===== src/rtl/led_ring_pkg.sv =====
// -----------------------------------------------------------------------------
// led_ring_pkg
// Shared constants, FSM encoding and small arithmetic helpers for the LED ring
// controller.
//   NUM_LEDS          number of LEDs on the ring (one-hot mask width)
//   FRAME_CYCLES_DEF  default minimum refresh spacing in clk cycles
//   INT_STEP_DEF      default intensity change per encoder step
//   COL_RST/INTEN_RST shadow reset values for colour and intensity
//   state_t           controller FSM encoding
// -----------------------------------------------------------------------------
package led_ring_pkg;

   localparam int NUM_LEDS         = 12;
   localparam int POS_W            = 4;
   localparam int CNT_W            = 15;
   localparam int FRAME_CYCLES_DEF = 20000;
   localparam int INT_STEP_DEF     = 16;

   localparam logic [2:0] COL_RST   = 3'b001;
   localparam logic [7:0] INTEN_RST = 8'h20;

   typedef enum logic [1:0] {
      ST_IDLE = 2'd0,
      ST_LOAD = 2'd1,
      ST_HOLD = 2'd2
   } state_t;

   // Ring position +1 with wrap from the last LED back to LED 0.
   function automatic logic [POS_W-1:0] pos_inc(input logic [POS_W-1:0] p);
      return (p == POS_W'(NUM_LEDS - 1)) ? '0 : p + 1'b1;
   endfunction

   // Ring position -1 with wrap from LED 0 to the last LED.
   function automatic logic [POS_W-1:0] pos_dec(input logic [POS_W-1:0] p);
      return (p == '0) ? POS_W'(NUM_LEDS - 1) : p - 1'b1;
   endfunction

   // Colour advance 1..7; 0 (all LEDs dark) is never produced.
   function automatic logic [2:0] col_next(input logic [2:0] c);
      return (c == 3'd7) ? 3'd1 : c + 3'd1;
   endfunction

   // Saturating intensity arithmetic on a 9-bit intermediate so the carry
   // and borrow are visible instead of wrapping.
   function automatic logic [7:0] inten_up(input logic [7:0] v, input logic [8:0] step);
      logic [8:0] s;
      s = {1'b0, v} + step;
      return s[8] ? 8'hFF : s[7:0];
   endfunction

   function automatic logic [7:0] inten_down(input logic [7:0] v, input logic [8:0] step);
      logic [8:0] s;
      s = {1'b0, v} - step;
      return ({1'b0, v} < step) ? 8'h00 : s[7:0];
   endfunction

   function automatic logic [NUM_LEDS-1:0] pos_mask(input logic [POS_W-1:0] p);
      return NUM_LEDS'(1) << p;
   endfunction

endpackage


===== src/rtl/led_ring_ctrl_if.sv =====
// -----------------------------------------------------------------------------
// led_ring_ctrl_if
// Bundles the encoder/button events and the ring-driver outputs.
//   step_up, step_down, btn_colour, btn_mode : event strobes into the controller
//   refresh, led_mask, colour, intensity     : frame outputs to the ring driver
//   mode                                     : current edit mode (0 pos, 1 bright)
//   fsm_state                                : controller state, for observation
// Handshake: every signal here is a single-cycle strobe or a level. There is
// no ready/valid pairing -- an input strobe is consumed on the clk edge where
// it is high, and refresh marks the one cycle in which a new frame appears on
// led_mask/colour/intensity; the driver cannot stall the controller.
// -----------------------------------------------------------------------------
interface led_ring_ctrl_if;
   import led_ring_pkg::*;

   logic                step_up;
   logic                step_down;
   logic                btn_colour;
   logic                btn_mode;
   logic                refresh;
   logic [NUM_LEDS-1:0] led_mask;
   logic [2:0]          colour;
   logic [7:0]          intensity;
   logic                mode;
   state_t              fsm_state;

   // Event source / driver side.
   modport master (
      output step_up, step_down, btn_colour, btn_mode,
      input  refresh, led_mask, colour, intensity, mode, fsm_state
   );

   // Controller side.
   modport slave (
      input  step_up, step_down, btn_colour, btn_mode,
      output refresh, led_mask, colour, intensity, mode, fsm_state
   );
endinterface


===== src/rtl/frame_timer.sv =====
// -----------------------------------------------------------------------------
// frame_timer
// Down-counter that times the HOLD part of a frame.
//   clk, res_n : clock, synchronous active-low reset (counter -> 0)
//   load       : load load_val into the counter
//   run        : count down towards zero (stops at zero)
//   load_val   : start value
//   tc         : terminal count, high while running with the counter at zero
// -----------------------------------------------------------------------------
module frame_timer
   import led_ring_pkg::*;
(
   input  logic             clk,
   input  logic             res_n,
   input  logic             load,
   input  logic             run,
   input  logic [CNT_W-1:0] load_val,
   output logic             tc
);

   logic [CNT_W-1:0] cnt_q;

   always_ff @(posedge clk) begin
      if (!res_n) begin
         cnt_q <= '0;
      end else if (load) begin
         cnt_q <= load_val;
      end else if (run && (cnt_q != '0)) begin
         cnt_q <= cnt_q - 1'b1;
      end
   end

   assign tc = run && (cnt_q == '0);

endmodule


===== src/rtl/led_ring_ctrl.sv =====
// -----------------------------------------------------------------------------
// led_ring_ctrl
// Turns encoder steps and button presses into rate-limited frames for an
// addressable 12-LED ring driver.
//   clk   : system clock
//   res_n : synchronous active-low reset
//   bus   : event inputs and frame outputs (see led_ring_ctrl_if)
// Parameters:
//   FRAME_CYCLES : minimum cycles between refresh pulses (2 .. 32769)
//   INT_STEP     : intensity change per encoder step
// Events update shadow registers at any time; a dirty flag asks the FSM to
// publish them. A frame is IDLE -> LOAD (refresh, 1 cycle) -> HOLD
// (FRAME_CYCLES-1 cycles) -> IDLE, so back-to-back refreshes are
// FRAME_CYCLES+1 cycles apart and events during HOLD merge into one frame.
// -----------------------------------------------------------------------------
module led_ring_ctrl
   import led_ring_pkg::*;
#(
   parameter int FRAME_CYCLES = FRAME_CYCLES_DEF,
   parameter int INT_STEP     = INT_STEP_DEF
) (
   input  logic           clk,
   input  logic           res_n,
   led_ring_ctrl_if.slave bus
);

   // LOAD loads FRAME_CYCLES-2 so the counter reaches zero on the last of
   // the FRAME_CYCLES-1 HOLD cycles.
   localparam logic [CNT_W-1:0] HOLD_LOAD = CNT_W'(FRAME_CYCLES - 2);
   localparam logic [8:0]       STEP9     = 9'(INT_STEP);

   state_t state_q, state_d;

   logic [POS_W-1:0]    pos_q, pos_d;
   logic [2:0]          col_q, col_d;
   logic [7:0]          inten_q, inten_d;
   logic                mode_q, mode_d;
   logic                dirty_q;
   logic                changed;
   logic                step_valid;

   logic [NUM_LEDS-1:0] mask_q;
   logic [2:0]          colour_q;
   logic [7:0]          intensity_q;

   logic                tmr_load, tmr_run, tmr_tc;
   logic                refresh;

   // ---------------- shadow update ----------------
   always_comb begin
      pos_d      = pos_q;
      col_d      = col_q;
      inten_d    = inten_q;
      mode_d     = mode_q;
      step_valid = bus.step_up ^ bus.step_down;
      // Steps are interpreted under the mode in effect before this edge,
      // so a simultaneous btn_mode does not redirect them.
      if (step_valid) begin
         if (!mode_q) begin
            pos_d = bus.step_up ? pos_inc(pos_q) : pos_dec(pos_q);
         end else begin
            inten_d = bus.step_up ? inten_up(inten_q, STEP9) : inten_down(inten_q, STEP9);
         end
      end
      if (bus.btn_colour) begin
         col_d = col_next(col_q);
      end
      if (bus.btn_mode) begin
         mode_d = ~mode_q;
      end
   end

   // Only a real value change requests a frame; saturated or cancelled
   // events leave dirty alone.
   assign changed = (pos_d != pos_q) || (col_d != col_q) ||
                    (inten_d != inten_q) || (mode_d != mode_q);

   always_ff @(posedge clk) begin
      if (!res_n) begin
         pos_q   <= '0;
         col_q   <= COL_RST;
         inten_q <= INTEN_RST;
         mode_q  <= 1'b0;
         dirty_q <= 1'b1;
      end else begin
         pos_q   <= pos_d;
         col_q   <= col_d;
         inten_q <= inten_d;
         mode_q  <= mode_d;
         // LOAD publishes the current shadows; a change landing on the same
         // edge is not in that frame, so it keeps dirty set.
         if (state_q == ST_LOAD) begin
            dirty_q <= changed;
         end else if (changed) begin
            dirty_q <= 1'b1;
         end
      end
   end

   // ---------------- frame FSM ----------------
   always_ff @(posedge clk) begin
      if (!res_n) begin
         state_q <= ST_IDLE;
      end else begin
         state_q <= state_d;
      end
   end

   always_comb begin
      state_d  = state_q;
      tmr_load = 1'b0;
      tmr_run  = 1'b0;
      refresh  = 1'b0;
      case (state_q)
         ST_IDLE: begin
            if (dirty_q) begin
               state_d = ST_LOAD;
            end
         end
         ST_LOAD: begin
            refresh  = 1'b1;
            tmr_load = 1'b1;
            state_d  = ST_HOLD;
         end
         ST_HOLD: begin
            tmr_run = 1'b1;
            if (tmr_tc) begin
               state_d = ST_IDLE;
            end
         end
         default: begin
            state_d = ST_IDLE;
         end
      endcase
   end

   frame_timer u_frame_timer (
      .clk      (clk),
      .res_n    (res_n),
      .load     (tmr_load),
      .run      (tmr_run),
      .load_val (HOLD_LOAD),
      .tc       (tmr_tc)
   );

   // ---------------- driver outputs ----------------
   // Output registers capture the shadows at the end of LOAD; during LOAD the
   // shadows are shown directly so the new frame coincides with refresh.
   always_ff @(posedge clk) begin
      if (!res_n) begin
         mask_q      <= '0;
         colour_q    <= '0;
         intensity_q <= '0;
      end else if (state_q == ST_LOAD) begin
         mask_q      <= pos_mask(pos_q);
         colour_q    <= col_q;
         intensity_q <= inten_q;
      end
   end

   assign bus.refresh   = refresh;
   assign bus.led_mask  = (state_q == ST_LOAD) ? pos_mask(pos_q) : mask_q;
   assign bus.colour    = (state_q == ST_LOAD) ? col_q : colour_q;
   assign bus.intensity = (state_q == ST_LOAD) ? inten_q : intensity_q;
   assign bus.mode      = mode_q;
   assign bus.fsm_state = state_q;

endmodule

===== src/flat_wrapper.sv =====
// flat-port wrapper written by rule: the top's interface ports become plain ports
module led_ring_ctrl_flat import led_ring_pkg::*;
#(
   parameter int FRAME_CYCLES = FRAME_CYCLES_DEF,
   parameter int INT_STEP     = INT_STEP_DEF
)
  (clk, res_n, bus_step_up, bus_step_down, bus_btn_colour, bus_btn_mode, bus_refresh, bus_led_mask, bus_colour, bus_intensity, bus_mode, bus_fsm_state);
  led_ring_ctrl_if bus_i ();
  input  logic clk;
  input  logic res_n;
  input wire logic [$bits(bus_i.step_up)-1:0] bus_step_up;
  input wire logic [$bits(bus_i.step_down)-1:0] bus_step_down;
  input wire logic [$bits(bus_i.btn_colour)-1:0] bus_btn_colour;
  input wire logic [$bits(bus_i.btn_mode)-1:0] bus_btn_mode;
  output wire logic [$bits(bus_i.refresh)-1:0] bus_refresh;
  output wire logic [$bits(bus_i.led_mask)-1:0] bus_led_mask;
  output wire logic [$bits(bus_i.colour)-1:0] bus_colour;
  output wire logic [$bits(bus_i.intensity)-1:0] bus_intensity;
  output wire logic [$bits(bus_i.mode)-1:0] bus_mode;
  output wire logic [$bits(bus_i.fsm_state)-1:0] bus_fsm_state;
  assign bus_i.step_up = bus_step_up;
  assign bus_i.step_down = bus_step_down;
  assign bus_i.btn_colour = bus_btn_colour;
  assign bus_i.btn_mode = bus_btn_mode;
  assign bus_refresh = bus_i.refresh;
  assign bus_led_mask = bus_i.led_mask;
  assign bus_colour = bus_i.colour;
  assign bus_intensity = bus_i.intensity;
  assign bus_mode = bus_i.mode;
  assign bus_fsm_state = bus_i.fsm_state;
  led_ring_ctrl #(.FRAME_CYCLES(FRAME_CYCLES), .INT_STEP(INT_STEP)) u_core (.clk(clk), .res_n(res_n), .bus(bus_i));
endmodule

===== config.mk =====
export PLATFORM = sky130hd
export DESIGN_NAME = led_ring_ctrl_flat
export DESIGN_NICKNAME = d
export VERILOG_FILES = /design/src/rtl/led_ring_pkg.sv /design/src/rtl/led_ring_ctrl_if.sv /design/src/rtl/frame_timer.sv /design/src/rtl/led_ring_ctrl.sv /design/src/flat_wrapper.sv
export SDC_FILE = /design/constraint.sdc
export NUM_CORES = 1
export LEC_CHECK = 0
export CORE_MARGIN = 2
export CORE_UTILIZATION = 52
export DETAILED_ROUTE_END_ITERATION = 8
export DONT_BUFFER_PORTS = 1
export PLACE_DENSITY = 0.67
export SKIP_CTS_REPAIR_TIMING = 1
export SYNTH_ARGS = -nofsm -noshare
export SYNTH_HDL_FRONTEND = slang
export SYNTH_HIERARCHICAL = 1
export SYNTH_SLANG_ARGS = --single-unit

===== constraint.sdc =====
create_clock -name clk -period 2.63 [get_ports clk]
set_input_delay 0.789 -clock clk [delete_from_list [all_inputs] [get_ports clk]]
set_output_delay 0.789 -clock clk [all_outputs]
set_load 0.02 [all_outputs]

==> summary.md <==
| Metric | Value |
|---|---|
| Synth warnings | `6` |
| Mapped cell area | `~0.0033 mm2` |
| Max Clk Rate | `roughly 0.40 GHz` |
| Initial Utilization | `roughly 54%` |
| Critical Path Max Stage Delay | `390 ps` |
| RSZ-0062 raised after global routing | `no` |
| Overflow after GRT | `0` |
| Max Slew Vio Count | `0` |
| Vias | `roughly 2,800` |
| Detailed placement HPWL | `around 4700 um` |
| Global-route wire length before repair | `~12,000 um` |
| Die Y | `roughly 83 um` |
| Post-synth cell types | `a little over 60` |
| Clk pin slew, worst setup/hold paths | `approximately 60 ps` |
| Longest Clk Path Bufs | `2` |
| Post-synth EDFFs | `0` |
| Num CTS Buffers | `9` |
| Async S/R FF share, synth | `0%` |
| Clk sinks | `57` |
| Total track usage | `just over 20%` |
| Layout cells sized above 1 | `a little over 10%` |
| Top-count cell post-synth | `dfxtp_1` |
| H-tree levels | `3` |
| Yosys reg bits | `57` |
| Worst-margin pin slew | `716.7 ps` |
| Vias in the first global route | `about 2,500` |
| Startpoint types | `flip-flop` |
| P per Cell Area | `between 700 and 800 mW/mm2` |
| DRT iter0 DRCs | `roughly 190` |
| Avg Synthesized Cell Area | `between 8 and 9 um2` |
| PnR Total Power | `roughly 2.7 mW` |
| Port buffer count | `0` |
| Final Hold Fails | `0` |
| Final period util | `94.76%` |
| Core area | `between 0.005 and 0.006 mm2` |
| Outcome | `completed` |
| CTS tree | `built` |
| Syn Inst Count | `just under 400` |
| Commonest cells in the netlist | `dfxtp_1, nand2_1, and2_1, o21ai_0` |
| CP Data Arrival Time | `about 1700 ps` |
| Die area | `between 0.006 and 0.007 mm2` |
| Placed Area | `between 0.003 and 0.004 mm2` |
| Leading area contributor after synthesis | `dfxtp_1` |
| Root Driver | `clkbuf_8` |
| I/O pins | `33` |
| Post-DRT Antenna Nets | `0` |
| Post-layout minimum cycle time | `roughly 2500 ps` |
| Relative slew margins | `between 50% and 60%` |
| Largest net degree at the start of global routing | `60` |
| Max-Cap Viols | `0` |
| Slowest-stage cell, CP | `or3b_1` |
| # rows | `28` |
| Area grow syn2layout | `12.43%` |
| Initial antenna violation count | `0` |
| Crit path max fanout | `8` |
| Worst Setup Path Type | `reg2out` |
| WL final | `around 7000 um` |
| CP Cell Sequence | `inv_2, ha_4, or3b_1, o21ai_0, buf_4` |
| Antenna diodes | `0` |
| Top_reg_cell synth | `dfxtp_1` |
| Final setup viols | `0` |
| Wire length per cell | `around 14 um` |
| Final #Nets | `between 400 and 500` |
| Leakage | `about 1.5 nW` |
| HP Class | `reg2reg` |
| Synth top area share | `around a third` |
| Post-route clock skew | `between 5 and 6 ps` |
| Final instance area | `~0.0037 mm2` |
| Die width | `a little over 80 um` |
| VDD IR max | `between 400 and 500 uV` |
| Top cells by area, synth | `dfxtp_1, nand2_1, and2_1, ha_1, o21ai_0` |
| Drt drc | `0` |
| Worst-Skew Late Latency | `roughly 330 ps` |
| GPL Wtd Cong | `0.8439` |
| 1st-pass router iterations | `4` |
| Critical Path End Type | `primary output` |
| Hold_ws | `~480 ps` |
| Register area share after synthesis | `roughly a third` |
| CP required | `between 1500 and 2000 ps` |
| Routed vias/inst | `roughly 5.7` |
==> where the power goes <==
group          leakage (nW)  total (mW)  internal, mW  switching [mW]
clock network         0.127        1.03         0.683           0.346
registers             0.466        1.02         0.935          0.0886
logic                 0.867       0.642         0.268           0.374
total                  1.46        2.69          1.89           0.809
==> metrics by stage <==
stage	setup TNS [ps]	util [%]	std cells	worst slack, ps
5_1_grt	0	61.03	487	46.78
3_3_place_gp	0	56.29	471	383.3
6_report	0	61.03	487	137.8
2_1_floorplan	0	-	409	82.30
3_5_place_dp	0	56.29	471	336.1
4_1_cts	-48.08	60.53	487	-48.08
==> cells by family (layout without fill, tap and decap cells) <==
group                    count (synthesis)  in the layout  synth area share, %
flip-flops                              57             57                35.09
buffers and inverters                   40             43                5.194
XOR/XNOR                                 8              8                2.386
adder cells (fa/ha/maj)                 12             12                4.617
AND/OR/NAND/NOR                        173            173                30.24
multiplexers                             4              4                1.270
other                                    2             15               0.2309
AO/OA/AOI/OAI                          100            100                20.97
==> critical path, delay by kind of cell, from the launching register on <==
family	cells	cell delay, ps
buffers and inverters	2	270
adders and majority gates	1	160
and+or+nand+nor	1	390
DFF	1	380
AOI/OAI and AO/OA	1	180
==> layout make-up <==
type	instances	area, um2
clock buffers	12	155.1
clock inverters	4	98.84
flip-flops and latches	57	1142
fillers	545	2335
well taps	75	93.84
multi-input cells	312	2016
inverters	15	60.06
repair buffers	12	90.09
==> worst paths after layout <==
kind / startpoint / end / slack, ps / cells after the start
setup / recovery: u_core/pos_q[1]$_SDFF_PN0_ / bus_led_mask[0] / 140 / 5
setup reg to reg: u_core/pos_q[2]$_SDFF_PN0_ / u_core/dirty_q$_SDFFE_PN1P_ / 430 / 7
hold / removal: u_core/dirty_q$_SDFFE_PN1P_ / u_core/bus.fsm_state[0]$_SDFFE_PN0P_ / 480 / 1
hold reg to reg: u_core/dirty_q$_SDFFE_PN1P_ / u_core/bus.fsm_state[0]$_SDFFE_PN0P_ / 480 / 1
==> metal layers <==
layer | wire length [um] | track usage (%)
met1 | 3430 | 27.14
met2 | 3189 | 32.62
met3 | 327 | 6.958
met4 | 27 | 5.067
met5 | 0 | 0
==> sequential cells by signal, summed over array words and instances, names as in the netlist <==
signal                      count
u_core/u_frame_timer/cnt_q     15
u_core/mask_q                  12
u_core/inten_q                  8
u_core/intensity_q              8
u_core/pos_q                    4
u_core/col_q                    3
u_core/colour_q                 3
u_core/bus.fsm_state            2
u_core/bus.mode                 1
u_core/dirty_q                  1
==> cells in the final DEF (no fill, tap or decap), types with 2 or more instances in the layout <==
| cell type | netlist | layout |
|---|---|---|
| dfxtp_1 | 57 | 56 |
| nand2_1 | 44 | 44 |
| o21ai_0 | 26 | 26 |
| and2_1 | 26 | 26 |
| a21oi_1 | 18 | 18 |
| conb_1 | 2 | 15 |
| nand2b_1 | 14 | 14 |
| buf_4 | 0 | 12 |
| inv_1 | 14 | 12 |
| nand3_1 | 12 | 12 |
| clkbuf_8 | 0 | 11 |
| nor2_1 | 11 | 11 |
| nor2b_1 | 11 | 11 |
| ha_1 | 12 | 10 |
| a31oi_1 | 9 | 9 |
| o31ai_1 | 9 | 9 |
| nand4_1 | 9 | 9 |
| or4_1 | 9 | 9 |
| a22o_1 | 8 | 8 |
| or3_1 | 7 | 7 |
| a21boi_0 | 6 | 6 |
| nor3_1 | 5 | 5 |
| and3_1 | 4 | 4 |
| xnor2_1 | 4 | 4 |
| a211oi_1 | 4 | 4 |
| nor4_1 | 4 | 4 |
| bufinv_16 | 0 | 3 |
| mux2i_1 | 3 | 3 |
| xor2_1 | 3 | 3 |
| o211ai_1 | 3 | 3 |
| and3b_1 | 3 | 3 |
| inv_2 | 0 | 2 |
| a211o_1 | 2 | 2 |
| o311ai_0 | 2 | 2 |
| nand4bb_1 | 2 | 2 |
| a2bb2oi_1 | 2 | 2 |
| ha_4 | 0 | 2 |
| or3b_2 | 2 | 2 |
No activity file was read; power rests on OpenSTA's default activity.
